===== src/rtl/pixel2map_pkg.sv =====
// Shared types and constants for the pixel -> map coordinate translator.
package pixel2map_pkg;

   // Zoom select; the value is the right-shift applied to screen offsets.
   typedef enum logic [1:0] {
      Z1 = 2'd0,
      Z2 = 2'd1,
      Z4 = 2'd2,
      Z8 = 2'd3
   } zoom_e;

   localparam int DEF_COORD_W  = 9;
   localparam int DEF_SCREEN_W = 320;
   localparam int DEF_SCREEN_H = 240;
   localparam int DEF_MAP_W    = 320;
   localparam int DEF_MAP_H    = 240;
   localparam int DEF_RATE_W   = 2;

   localparam int HALF_W = DEF_SCREEN_W / 2;
   localparam int HALF_H = DEF_SCREEN_H / 2;

   // Signed intermediate width: two extra bits hold the sum of two
   // coordinates and the sign of a negative offset without truncation.
   function automatic int calc_sw(input int coord_w);
      return coord_w + 2;
   endfunction

endpackage


===== src/rtl/pixel2map_axis.sv =====
// One axis of the translator: shift by zoom, add view centre, subtract the
// zoomed half-screen, then bound-check against the map and optionally clamp.
module pixel2map_axis
   import pixel2map_pkg::*;
#(
   parameter int COORD_W = DEF_COORD_W,
   parameter int SCREEN  = DEF_SCREEN_W,
   parameter int MAP     = DEF_MAP_W,
   parameter int RATE_W  = DEF_RATE_W,
   parameter int CLAMP   = 1
) (
   input  logic               clk,
   input  logic               rst_n,
   input  logic               s1_en,
   input  logic               s2_en,
   input  logic [COORD_W-1:0] pixel,
   input  logic [COORD_W-1:0] centre,
   input  logic [RATE_W-1:0]  rate,
   output logic [COORD_W-1:0] coord,
   output logic               oob
);

   localparam int TW = calc_sw(COORD_W);
   localparam logic signed [TW-1:0] HALF    = TW'(SCREEN / 2);
   localparam logic signed [TW-1:0] MAP_S   = TW'(MAP);
   localparam logic [COORD_W-1:0]   MAP_MAX = COORD_W'(MAP - 1);

   logic [COORD_W-1:0]     pix_sh;
   logic signed [TW-1:0]   half_sh;
   logic signed [TW-1:0]   t_d, t_q;
   logic [COORD_W-1:0]     coord_d, coord_q;
   logic                   oob_d, oob_q;
   logic                   neg, over;

   // Stage 1: signed offset from the view centre at the current zoom.
   always_comb begin
      pix_sh  = pixel >> rate;
      half_sh = HALF >>> rate;
      t_d     = t_q;
      if (s1_en) begin
         t_d = $signed({2'b00, pix_sh}) + $signed({2'b00, centre}) - half_sh;
      end
   end

   // Stage 2: bound check on the full-width value, then clamp or wrap.
   always_comb begin
      neg     = t_q[TW-1];
      over    = (t_q >= MAP_S);
      oob_d   = oob_q;
      coord_d = coord_q;
      if (s2_en) begin
         oob_d = neg | over;
         if ((CLAMP != 0) && neg) begin
            coord_d = '0;
         end else if ((CLAMP != 0) && over) begin
            coord_d = MAP_MAX;
         end else begin
            coord_d = t_q[COORD_W-1:0];
         end
      end
   end

   // Pipeline registers for both stages.
   always_ff @(posedge clk) begin
      if (!rst_n) begin
         t_q     <= '0;
         coord_q <= '0;
         oob_q   <= 1'b0;
      end else begin
         t_q     <= t_d;
         coord_q <= coord_d;
         oob_q   <= oob_d;
      end
   end

   assign coord = coord_q;
   assign oob   = oob_q;

endmodule


===== src/rtl/pixel2map_stream.sv =====
// Streaming pixel -> map translator: per-frame view shadow registers, a
// two-stage valid pipeline with valid/ready flow control, and two axis slices.
module pixel2map_stream
   import pixel2map_pkg::*;
#(
   parameter int COORD_W  = DEF_COORD_W,
   parameter int SCREEN_W = DEF_SCREEN_W,
   parameter int SCREEN_H = DEF_SCREEN_H,
   parameter int MAP_W    = DEF_MAP_W,
   parameter int MAP_H    = DEF_MAP_H,
   parameter int RATE_W   = DEF_RATE_W,
   parameter int CLAMP    = 1
) (
   input  logic               clk,
   input  logic               rst_n,
   input  logic               frame_start,
   input  logic [COORD_W-1:0] m,
   input  logic [COORD_W-1:0] n,
   input  logic [RATE_W-1:0]  rate,
   input  logic               in_valid,
   output logic               in_ready,
   input  logic [COORD_W-1:0] pixel_x,
   input  logic [COORD_W-1:0] pixel_y,
   output logic               out_valid,
   input  logic               out_ready,
   output logic [COORD_W-1:0] map_x,
   output logic [COORD_W-1:0] map_y,
   output logic               out_of_map
);

   logic [COORD_W-1:0] m_s_d, m_s_q;
   logic [COORD_W-1:0] n_s_d, n_s_q;
   logic [RATE_W-1:0]  rate_s_d, rate_s_q;
   logic               s1_valid_d, s1_valid_q;
   logic               s2_valid_d, s2_valid_q;
   logic               move;
   logic               oob_x, oob_y;

   // The whole pipeline advances together whenever the output slot is free
   // or being drained this cycle.
   assign move     = !s2_valid_q || out_ready;
   assign in_ready = move;

   // View shadow; the _d value feeds stage 1 so a pixel arriving with
   // frame_start already sees the new view.
   always_comb begin
      m_s_d    = m_s_q;
      n_s_d    = n_s_q;
      rate_s_d = rate_s_q;
      if (frame_start) begin
         m_s_d    = m;
         n_s_d    = n;
         rate_s_d = rate;
      end
   end

   // Valid bits shadow the data through both stages.
   always_comb begin
      s1_valid_d = s1_valid_q;
      s2_valid_d = s2_valid_q;
      if (move) begin
         s1_valid_d = in_valid;
         s2_valid_d = s1_valid_q;
      end
   end

   // View and valid registers; reset discards anything in flight.
   always_ff @(posedge clk) begin
      if (!rst_n) begin
         m_s_q      <= '0;
         n_s_q      <= '0;
         rate_s_q   <= '0;
         s1_valid_q <= 1'b0;
         s2_valid_q <= 1'b0;
      end else begin
         m_s_q      <= m_s_d;
         n_s_q      <= n_s_d;
         rate_s_q   <= rate_s_d;
         s1_valid_q <= s1_valid_d;
         s2_valid_q <= s2_valid_d;
      end
   end

   pixel2map_axis #(
      .COORD_W (COORD_W),
      .SCREEN  (SCREEN_W),
      .MAP     (MAP_W),
      .RATE_W  (RATE_W),
      .CLAMP   (CLAMP)
   ) u_axis_x (
      .clk    (clk),
      .rst_n  (rst_n),
      .s1_en  (move),
      .s2_en  (move),
      .pixel  (pixel_x),
      .centre (m_s_d),
      .rate   (rate_s_d),
      .coord  (map_x),
      .oob    (oob_x)
   );

   pixel2map_axis #(
      .COORD_W (COORD_W),
      .SCREEN  (SCREEN_H),
      .MAP     (MAP_H),
      .RATE_W  (RATE_W),
      .CLAMP   (CLAMP)
   ) u_axis_y (
      .clk    (clk),
      .rst_n  (rst_n),
      .s1_en  (move),
      .s2_en  (move),
      .pixel  (pixel_y),
      .centre (n_s_d),
      .rate   (rate_s_d),
      .coord  (map_y),
      .oob    (oob_y)
   );

   assign out_valid  = s2_valid_q;
   assign out_of_map = oob_x | oob_y;

endmodule


===== config.mk =====
export PLATFORM = sky130hd
export DESIGN_NAME = pixel2map_stream
export DESIGN_NICKNAME = d
export VERILOG_FILES = /design/src/rtl/pixel2map_pkg.sv /design/src/rtl/pixel2map_axis.sv /design/src/rtl/pixel2map_stream.sv
export SDC_FILE = /design/constraint.sdc
export NUM_CORES = 1
export LEC_CHECK = 0
export ABC_AREA = 1
export BUFFER_PORTS_ARGS = -buffer_cell sky130_fd_sc_hd__buf_2
export CORE_MARGIN = 8
export CORE_UTILIZATION = 28
export CTS_BUF_LIST = sky130_fd_sc_hd__clkbuf_16
export DETAILED_ROUTE_END_ITERATION = 7
export SLEW_MARGIN = 10
export SYNTH_ARGS = -nofsm -noshare
export SYNTH_HDL_FRONTEND = slang
export SYNTH_SLANG_ARGS = --single-unit

===== constraint.sdc =====
create_clock -name clk -period 4.3 [get_ports clk]
set_clock_uncertainty 0.05 [all_clocks]
set_input_delay 0.86 -clock clk [delete_from_list [all_inputs] [get_ports clk]]
set_output_delay 0.86 -clock clk [all_outputs]
set_load 0.01 [all_outputs]

After elaboration in Yosys (flattened, before gate mapping)
Index checks and enable logic that the tools add are counted.

word-level totals
  bits of input ports = 43
  logic and storage cells = 33
  register bits after elaboration = 64
  output and inout port bits = 21

operators by class
  mux-type cells = 7
  shift operators = 4
  bitwise gates (word level) = 3
  add/subtract/negate cells = 4
  order comparisons = 2
  reduce and logical (&&, ||, !) cells = 2

operators with widths
  cell                   number
  $mux 9                 6
  $sub 11x11->11         2
  $add 9x9->10           2
  $shr 9x2->9            2
  $ge 11x10->1 const B   1
  $ge 11x9->1 const B    1
  $sshr 8x2->11 const A  1
  $sshr 9x2->11 const A  1
  $or 1x1->1             3
  $mux 2                 1
  $logic_not 1->1        1
  $logic_or 1x1->1       1

Depth between registers and ports, before layout
Gate-level depths: netlist (run 1).

  word-level depth = 4
  mapped depth = 27
  gate-level depth less buffers = 26

Modules after synthesis
A second synthesis (run 1) with hierarchy kept.

unflattened totals
  cell total of the unflattened synthesis = 644
  area total of the unflattened synthesis = 4361.7 um2

by module, submodules not included
  module                     cells each  sequential area each (um2)  area an instance (um2)  instances
  pixel2map_axis (u_axis_y)  261         420.4                       1783.0                  1
  pixel2map_axis (u_axis_x)  264         420.4                       1706.6                  1
  pixel2map_stream           119         440.4                       872.1                   1

Worst setup path after synthesis (run 1)
Ideal clock, no wire load.

  path kind = input -> register
  start = in frame_start
  end = reg u_axis_x.t_q[9]
  setup time = 70 ps
  path slack = 262 ps
  data required time = 4180 ps
  path buffers = 2
  stages on the path = 21
  arrival time = 3919 ps
  path through = buf_2 > or2_1 > nand2_4 > buf_2 > nand2_1 > a31oi_1 > ha_1 > a21oi_1 > o21ai_0 > a21oi_1 > nor2_1 > nor2_1 > xor2_1 > inv_1 > ha_1 > a21oi_1 > a21boi_0 > nand3_1 > nand2_1 > nand2_1 > a21oi_1

between the ends
  word-level cells in the longest chain between the ends = 4
  elaborated cells between the ends (all ways) = 6
  classes of those cells = add/sub: 2; shift: 2; mux: 2

ends and longest elaborated chain
  what                    RTL line                text
  start: declaration      pixel2map_stream.sv:16  input logic frame_start,
  $mux 2                  pixel2map_stream.sv:50  if (frame_start) begin
  $shr 9x2->9             pixel2map_axis.sv:37    pix_sh = pixel >> rate;
  $add 9x9->10            pixel2map_axis.sv:41    t_d = $signed({2'b00, pix_sh}) + $signed({2'b00, centre}) - half_sh;
  $sub 11x11->11 *        pixel2map_axis.sv:41
  end signal: assignment  pixel2map_axis.sv:70    t_q <= t_d;
  end: declaration        pixel2map_axis.sv:30    logic signed [TW-1:0] t_d, t_q;

Every way passes the cells marked *; elsewhere a longest branch is shown, timed or not.
A chain may end at the register's enable or synchronous reset.

Worst setup path in the final report (run 1)
  start = in frame_start
  end = reg u_axis_x.t_q[7]

The elaborated chain is that of the path after synthesis.

==> flow_summary.yaml, run 1 <==
run_status:
  status: "complete, no violations"
timing:
  min_period_ns: 3.97
  setup_violations: 0
  fmax_mhz: 252
  fin_setup_tns_ns: 0
  rsz0062_at_grt: "no"
  tightest_slew_ns: 0.908
  hold_viol_final: 0
  max_slew_margin_pct: 39.4
  fin_crit_sh_pct: 92.3
  maxSlewViolCount: 0
global_routing:
  grt_pass1_wl_um: 18200
  grt_pass1_vias: 3980
  grt_usage_pct: 12.0
  antenna_found_initial: 0
  grt.overflow.total: 0
  grt_max_degree: 43
yosys:
  syn_inst: 603
  synth_ff_type: "dfxtp_1"
  synth-async-reset-ratio_pct: 0
  ys_warn_count: 0
  post_synth.cell_area_avg_um2: 6.87
  ys_seq_elements: 64
  synth_fp_nets: 680
  mappedNetlistArea_um2: 4140
  ys_seq_area_share_pct: 30.9
  synth_cell_types: 46
  synth_edf_count: 0
power:
  vdd_drop_max_uv: 181
  seqPwrFrac_pct: 30.2
  internal-power_uw: 1730
  clockPowerShare_pct: 33.9
  switching_share_pct: 33.8
  p_sw_uw: 883
  pwr-share-comb_pct: 35.9
  power_density_nw_per_um2: 513
  p_leak_uw: 0.00260
place:
  routabilityCongestion: 0.868
  hpwl_um: 8510
  portBuffers: 63
  place_area_um2: 4720
floorplanning:
  initial_core_util_pct: 28.6
  die_w_um: 138
  num_rows: 44
  io_pins: 64
  die_area_um2: 18900
  fp.dieH_um: 138
  core_area_um2: 14500
setup_path:
  slowest_stage: "fa_1"
  path_max_fanout: 11
  r2r_cells: 19
  worstPathArrival_ns: 4.19
  r2r_setup_slack_ns: 0.77
  endpoint: "u_axis_x.t_q[7]"
  start_kind: "primary input"
  r2r-start: "rate_s_q[0]"
  r2r_end: "u_axis_x.t_q[7]"
  crit_path_end_kind: "flip-flop"
  crit_path_start: "frame_start"
  criticalPathCategory: "in -> reg"
  cpMostUsedCell: "inv_1"
  critPathMaxStageDelay_ns: 0.40
  path_cells: "buf_2 -> buf_4 -> nand2_1 -> nand2_4 -> inv_1 -> o22ai_1 -> a21oi_1 -> ha_1 -> inv_1 -> fa_1 -> o21ai_1 -> xor2_1 -> ha_1 -> nand3_1 -> nand2_1 -> a21oi_1 -> or2_2 -> nand3_1 -> o211ai_1 -> inv_1"
  critPathRequiredTime_ns: 4.52
route:
  viasPerCell: 4.61
  first_pass_iters: 4
  ant_nets: 0
  vias: 3970
  drt_first_iter_violations: 189
  drc: 0
  routed_wirelength_um: 10800
  avgRoutedWirePerCell_um: 12.5
clocking:
  cts_resized: 0
  tritoncts: "yes"
  postCtsSetupRepairBufs: 0
  cts_buffers: 9
  clockRootBuffer: "clkbuf_16"
  clk_latency_ns: 0.33
  htreeDepth: 3
  clk_pin_slew_ns: 0.05
  cts.sinks: 64
  clk_path_buf_depth: 2
  hold_buffers: 0
flow_run:
  maxCapViolCount: 0
finish:
  antenna_cells: 0
  syn2layout_area_growth_pct: 22.9
  final_cell_mix: "nand2_1, inv_1, dfxtp_1"
  drive_gt1_share_pct: 18.0
  final_area_um2: 5090
  finalNetCount: 750
  final_common_cell: "nand2_1"
  fill_cells: 1579
hold_path:
  hold_path.class: "reg -> reg"
## stage by stage
| step | util (%) | power [uW] | worst slack [ns] | hold slack, ns | cells |
|---|---|---|---|---|---|
| 2_1_floorplan | - | 1470 | 0.262 | 0.380 | 603 |
| 3_3_place_gp | 32.6 | 1740 | 0.0238 | 0.369 | 846 |
| 3_5_place_dp | 32.6 | 1750 | -0.0276 | 0.373 | 846 |
| 4_1_cts | 35.1 | 2640 | 0.302 | 0.380 | 861 |
| 5_1_grt | 35.2 | 2820 | 0.00709 | 0.415 | 861 |
| 6_report | 35.2 | 2610 | 0.330 | 0.377 | 861 |
## how the worst min path moves through the flow
stage	startpoint	endpoint	slack (ns)	cells past startpoint
floorplan	s1_valid_q	s1_valid_q	0.38	2
global placement	u_axis_y.coord[8]	u_axis_y.coord[8]	0.37	2
detailed placement	u_axis_y.coord[8]	u_axis_y.coord[8]	0.37	2
CTS	u_axis_y.coord[8]	u_axis_y.coord[8]	0.38	2
global route	u_axis_y.coord[8]	u_axis_y.coord[8]	0.41	2
finish	u_axis_y.coord[8]	u_axis_y.coord[8]	0.38	2
## power groups by stage
stage	registers [uW]	logic [uW]	clock network (uW)
6_report	787	938	885
4_1_cts	789	948	903
3_3_place_gp	800	941	0
3_5_place_dp	801	944	0
5_1_grt	804	1090	925
2_1_floorplan	809	665	0
## per-layer routing
metal / up-vias / global-route usage [%] / routed length, um
li1: 2126 / - / -
met1: 1788 / 12.6 / 4460
met2: 47 / 23.5 / 5900
met3: 9 / 2.22 / 330
met4: 0 / 3.56 / 110
met5: - / 0 / 0
## Yosys cell counts, drive strengths merged (5+ instances only)
library cell	number	area share, %
a21oi	63	8.0
a31oi	7	1.1
buf	7	1.1
clkbuf	14	1.3
dfxtp	64	31
ha	32	9.7
inv	69	6.3
nand2	168	16
nand3	27	3.7
nand4	7	1.2
nor2	40	3.9
o21ai	49	6.1
o21bai	11	2.0
o22ai	5	0.76
xor2	13	2.7
## area by class of cell
| cell class | instances | area (um^2) | area share, % |
|---|---|---|---|
| Multi-Input combinational cell | 448 | 2510 | 49.4 |
| Inverter | 70 | 265 | 5.21 |
| Sequential cell | 64 | 1280 | 25.2 |
| Clock inverter | 6 | 133 | 2.61 |
| Clock buffer | 9 | 225 | 4.42 |
| Tap cell | 184 | 230 | 4.52 |
| Timing Repair Buffer | 80 | 443 | 8.70 |
## flip-flops by register name, indices dropped and copies added, names as in the netlist
name and cells:
m_s_q 9, n_s_q 9, out_valid 1, rate_s_q 2
s1_valid_q 1, u_axis_x.coord 9, u_axis_x.oob 1, u_axis_x.t_q 11
u_axis_y.coord 9, u_axis_y.oob 1, u_axis_y.t_q 11
## critical path: cells and delay by family
| kind | cells | cell delay [ns] |
|---|---|---|
| buffers and inverters | 5 | 0.63 |
| XOR/XNOR | 1 | 0.12 |
| AO/OA/AOI/OAI | 5 | 0.75 |
| AND/OR/NAND/NOR | 6 | 0.84 |
| adder cells (fa/ha/maj) | 3 | 0.99 |
## kinds of logic (layout without fill, tap and decap cells)
| family | after synthesis | after routing | synth area share [%] |
|---|---|---|---|
| muxes | 1 | 1 | 0.242 |
| xor gates and xnor gates | 17 | 17 | 3.59 |
| and+or+nand+nor | 251 | 251 | 26.0 |
| adders and majority gates | 34 | 34 | 10.6 |
| DFF | 64 | 64 | 30.9 |
| AOI/OAI and AO/OA | 145 | 145 | 19.9 |
| buffers and inverters | 91 | 165 | 8.73 |
Power figures use the tool's default switching activity.
==> inputs of run 2 (changes only) <==
--- a/config.mk
+++ b/config.mk
@@ -14,4 +14,5 @@
 export SLEW_MARGIN = 10
 export SYNTH_ARGS = -nofsm -noshare
 export SYNTH_HDL_FRONTEND = slang
+export SYNTH_HIERARCHICAL = 1
 export SYNTH_SLANG_ARGS = --single-unit
==> run 2 against run 1 <==
Sequential cell count did not move. Combinational power grew 2.2%. Clock power is 27% lower. Via count increased by 1.1%. Sequential share of layout area shrank 0.39 points. Maximum frequency rose by 1.6%. Synthesized area up 5.3%. Worst setup slack gained 0.062 ns. Clock-buffer cell count did not move. Utilization fell by 1.1 points. First-iteration DRC count rose by 20%. Critical endpoint is now u_axis_x/t_q[9]. Total power is 8.2% lower. Largest power group unchanged.
==> flow_summary.yaml, run 2 <==
yosys:
  synth-async-reset-ratio_pct: 0
  synth_edf_count: 0
  post_synth.cell_area_avg_um2: 6.77
  yosysMostFrequentCell: "nand2_1"
  synth_common_cells: "nand2_1, inv_1, dfxtp_1"
  ys_warn_count: 6
  syn_inst: 644
  ys_seq_area_share_pct: 29.4
  synth_cell_types: 41
  ys_top_cells_by_area: "dfxtp_1, nand2_1, ha_1, inv_1, a21oi_1"
  synth_top_area_share_pct: 29.4
  ys_seq_elements: 64
  synth_ff_type: "dfxtp_1"
  synth_top_cell_by_area: "dfxtp_1"
  synth_fp_nets: 722
  mappedNetlistArea_um2: 4360
floorplanning:
  fp.dieH_um: 141
  die_w_um: 141
  core_area_um2: 15200
  initial_core_util_pct: 28.7
  num_rows: 45
  die_area_um2: 19800
  io_pins: 64
clocking:
  cts_resized: 0
  clockRootBuffer: "clkbuf_16"
  clk_path_buf_depth: 2
  clk_pin_slew_ns: 0.05
  hold_buffers: 0
  tritoncts: "yes"
  htreeDepth: 3
  clk_latency_ns: 0.32
  cts.sinks: 64
  cts_buffers: 9
  postCtsSetupRepairBufs: 0
hold_path:
  hold_path.class: "reg -> reg"
  min-delay-start: "u_axis_y/coord[8]"
finish:
  finalNetCount: 791
  final_cell_mix: "nand2_1, inv_1, dfxtp_1"
  fill_cells: 1684
  largestRegisters: "u_axis_x/t_q x11, u_axis_y/t_q x11"
  final_common_cell: "nand2_1"
  seq_area_um2: 1280
  syn2layout_area_growth_pct: 18.5
  antenna_cells: 0
  multi_input_area_um2: 2670
  drive_gt1_share_pct: 17.6
setup_path:
  path_max_fanout: 13
  crit_path_start: "frame_start"
  r2r-start: "rate_s_q[0]"
  critPathRequiredTime_ns: 4.50
  crit_path_end_kind: "flip-flop"
  criticalPathCategory: "in -> reg"
  start_kind: "primary input"
  worstPathArrival_ns: 4.10
timing:
  hold_viol_final: 0
  tightest_slew_ns: 0.847
  fmax_mhz: 256
  rsz0062_at_grt: "no"
  setup_violations: 0
  fin_crit_sh_pct: 90.9
  min_period_ns: 3.91
  max_slew_margin_pct: 43.5
  fin_setup_tns_ns: 0
  maxSlewViolCount: 0
run_status:
  status: "complete, no violations"
power:
  p_leak_uw: 0.00268
  power.total_uw: 2400
  vdd_drop_max_uv: 219
  power_density_nw_per_um2: 464
global_routing:
  grt_pass1_vias: 3773
  grt_pass1_wl_um: 18600
  grt_max_degree: 27
  antenna_found_initial: 0
  grt.overflow.total: 0
  grt_usage_pct: 11.4
route:
  drc: 0
  viasPerCell: 4.44
  wirelength_met1_um: 6180
  vias: 4014
  wl_met2_um: 3920
  drt_first_iter_violations: 227
  wl_met3_um: 665
  first_pass_iters: 4
  top_layer_used: "met4"
  avgRoutedWirePerCell_um: 12.0
  ant_nets: 0
  routed_wirelength_um: 10900
place:
  hpwl_um: 8750
  routabilityCongestion: 0.850
  portBuffers: 63
flow_run:
  maxCapViolCount: 0
-- run 2: area by class of cell --
type | count | share of cell area, %
Clock buffer | 9 | 4.36
Timing Repair Buffer | 75 | 7.84
Clock inverter | 6 | 0.726
Inverter | 83 | 6.03
Multi-Input combinational cell | 480 | 51.7
Tap cell | 188 | 4.55
Sequential cell | 64 | 24.8
-- run 2: final timing paths --
path,to,cells past startpoint,slack (ns)
worst max-delay path,u_axis_x/t_q[9],27,0.39
worst min-delay path,u_axis_y/coord[8],2,0.37
worst max register to register,u_axis_x/t_q[9],26,0.81
worst min register to register,u_axis_y/coord[8],2,0.37
-- run 2: through the flow --
| stage | hold slack (ns) | worst slack (ns) | area (um^2) | util [%] | cells |
|---|---|---|---|---|---|
| final | 0.372 | 0.393 | 5170 | 34.0 | 905 |
| after detailed placement | 0.367 | 0.0391 | 4900 | 32.3 | 890 |
| after global placement | 0.364 | 0.129 | 4900 | 32.3 | 890 |
| after CTS | 0.376 | 0.365 | 5170 | 34.0 | 905 |
| after global routing | 0.411 | 0.00577 | 5170 | 34.0 | 905 |
| after floorplan | 0.385 | 0.315 | 4360 | - | 644 |
-- run 2: logic make-up (layout without fill, tap and decap cells) --
family | Yosys count | in the layout | synth area share (%)
AOI/OAI and AO/OA | 123 | 123 | 16.1
adders and majority gates | 35 | 35 | 10.6
DFF | 64 | 64 | 29.4
xor gates and xnor gates | 19 | 19 | 3.82
muxes | 8 | 8 | 1.84
buffers and inverters | 100 | 173 | 9.38
and+or+nand+nor | 295 | 295 | 28.9
-- run 2: where the power goes --
part | leakage, uW | switching, uW | internal [uW]
registers | 0.000530 | 65.3 | 722
logic | 0.00202 | 574 | 386
clock network | 0.000135 | 266 | 384
-- run 2: critical path, cell delays in order --
cell and delay [ns]:
buf_2 0.12, inv_2 0.07, nand2_1 0.06, nand2_1 0.09, buf_4 0.19, o21ai_0 0.12, or2_2 0.28, nand2_1 0.10
inv_1 0.07, fa_1 0.43, inv_1 0.07, nand2_1 0.04, nand2_1 0.08, nand2_1 0.08, nor2_1 0.10, nor2_1 0.06
xnor2_1 0.12, ha_1 0.35, nand2_1 0.10, inv_1 0.04, nand2_1 0.05, nand2_1 0.08, a21oi_4 0.17, nand3_1 0.12
nand2_1 0.07, nand2_1 0.05, a21oi_2 0.10
-- run 2: layer usage --
metal	global-route usage, %	up-vias
met1	17.6	1707
met4	2.71	0
met5	0	-
met2	14.7	90
met3	3.00	4
li1	-	2213
==> inputs of run 3 (changes only) <==
--- a/config.mk
+++ b/config.mk
@@ -11,6 +11,7 @@
 export CORE_UTILIZATION = 28
 export CTS_BUF_LIST = sky130_fd_sc_hd__clkbuf_16
 export DETAILED_ROUTE_END_ITERATION = 7
+export REMOVE_ABC_BUFFERS = 1
 export SLEW_MARGIN = 10
 export SYNTH_ARGS = -nofsm -noshare
 export SYNTH_HDL_FRONTEND = slang
==> run 3 against run 2 <==
Global-route usage down 0.32 points. Cell area grew 1.5%. Via count decreased by 1.7%. Wire length fell by 3.0%. Non-clock buffer count increased by 4. Final cell count up 0.55%. Largest cell class unchanged. Largest power group unchanged.
==> flow_summary.yaml, run 3 (same netlist as run 2, synthesis figures left out) <==
run_status:
  status: "complete, no violations"
route:
  ant_nets: 0
  avgRoutedWirePerCell_um: 11.6
  vias: 3946
  routed_wirelength_um: 10500
  drc: 0
  first_pass_iters: 4
  viasPerCell: 4.34
  drt_first_iter_violations: 238
global_routing:
  grt_max_degree: 27
  grt.overflow.total: 0
  antenna_found_initial: 0
  grt_pass1_wl_um: 18100
  grt_usage_pct: 11.0
  grt_pass1_vias: 3784
timing:
  hold_slack_ns: 0.375
  tightest_slew_ns: 0.810
  fin_crit_sh_pct: 90.9
  setup_violations: 0
  hold_viol_final: 0
  max_slew_margin_pct: 45.9
  min_period_ns: 3.91
  maxSlewViolCount: 0
  rsz0062_at_grt: "no"
  fmax_mhz: 256
setup_path:
  crit_family: "simple AND/OR/NAND/NOR gates"
  cp_num_buf_inv: 6
  r2r_setup_slack_ns: 0.86
  r2r_cells: 26
  r2r-start: "rate_s_q[0]"
  cpMostUsedCell: "nand2_1"
  critPathMaxStageDelay_ns: 0.43
  start_kind: "primary input"
  crit_path_end_kind: "flip-flop"
  critPathRequiredTime_ns: 4.50
  slowest_stage: "fa_1"
  path_max_fanout: 8
  r2r_end: "u_axis_x/t_q[9]"
  criticalPathCategory: "in -> reg"
  worstPathArrival_ns: 4.11
finish:
  final_cell_mix: "nand2_1, inv_1, dfxtp_1"
  drive_gt1_share_pct: 18.1
  syn2layout_area_growth_pct: 20.3
  finalNetCount: 795
  final_common_cell: "nand2_1"
  fin_cells: 910
  antenna_cells: 0
  fill_cells: 1668
  largestRegisters: "u_axis_x/t_q x11, u_axis_y/t_q x11"
clocking:
  cts_buffers: 9
  clockRootBuffer: "clkbuf_16"
  clk_latency_ns: 0.33
  tritoncts: "yes"
  clk_path_buf_depth: 2
  cts.sinks: 64
  clk_pin_slew_ns: 0.06
  htreeDepth: 3
  postCtsSetupRepairBufs: 0
floorplanning:
  num_rows: 45
  die_w_um: 141
  io_pins: 64
  core_area_um2: 15200
  initial_core_util_pct: 28.7
  die_area_um2: 19800
  fp.dieH_um: 141
power:
  vdd_drop_max_uv: 204
  p_leak_uw: 0.00272
  power_density_nw_per_um2: 470
hold_path:
  min-delay-start: "u_axis_y/coord[8]"
  whs_endpoint: "u_axis_y/coord[8]"
  whs_path_depth: 2
  hold_path.class: "reg -> reg"
place:
  dp.cells: 894
  portBuffers: 63
  hpwl_um: 8470
  routabilityCongestion: 0.863
flow_run:
  maxCapViolCount: 0
[run 3: tightest hold or removal path, delay by kind of cell (launching register included)]
family,cells,cell delay [ns]
DFF,1,0.30
and+or+nand+nor,2,0.08
[run 3: metrics by stage]
step / total power [uW] / setup slack [ns] / area, um^2 / setup TNS, ns / utilization [%]
after floorplan: 1500 / -0.121 / 4260 / -0.298 / -
after global placement: 1760 / 0.0337 / 4950 / 0 / 32.5
after detailed placement: 1770 / 0.00800 / 4950 / 0 / 32.5
after CTS: 2500 / 0.341 / 5240 / 0 / 34.5
after global routing: 2690 / 0.0114 / 5250 / 0 / 34.5
final: 2470 / 0.392 / 5250 / 0 / 34.5
[run 3: area by class of cell]
class                           count  area [um^2]  share of cell area, %
Clock buffer                        9          225                   4.29
Clock inverter                      7         71.3                   1.36
Inverter                           83          312                   5.94
Multi-Input combinational cell    480         2680                   51.0
Sequential cell                    64         1280                   24.4
Tap cell                          188          235                   4.48
Timing Repair Buffer               79          448                   8.53
[run 3: power by group]
| group | switching (uW) | internal [uW] |
|---|---|---|
| Combinational | 573 | 392 |
| Clock | 270 | 449 |
| Sequential | 63.0 | 722 |
| Total | 906 | 1560 |
[run 3: metal layers]
layer  vias up  part of all wire (%)  track usage [%]
met3         5                   2.9             2.57
met5         -                     0                0
met1      1652                    58             16.1
li1       2223                     -                -
met4         0                  0.86             3.73
met2        66                    38             15.4
[run 3: timing repair]
action | CTS | global route
setup endpoints to repair | 0 | 2
resized for setup | 0 | 2
hold buffers | 0 | 0
[run 3: worst max path at each step]
stage | to | startpoint | cells after the start | slack (ns)
floorplan | u_axis_x/t_q[8] | frame_start | 28 | -0.12
global placement | u_axis_y/t_q[9] | frame_start | 24 | 0.03
detailed placement | u_axis_y/t_q[9] | frame_start | 24 | 0.008
CTS | u_axis_x/t_q[9] | frame_start | 28 | 0.34
global route | u_axis_y/t_q[9] | frame_start | 24 | 0.01
finish | u_axis_x/t_q[9] | frame_start | 28 | 0.39
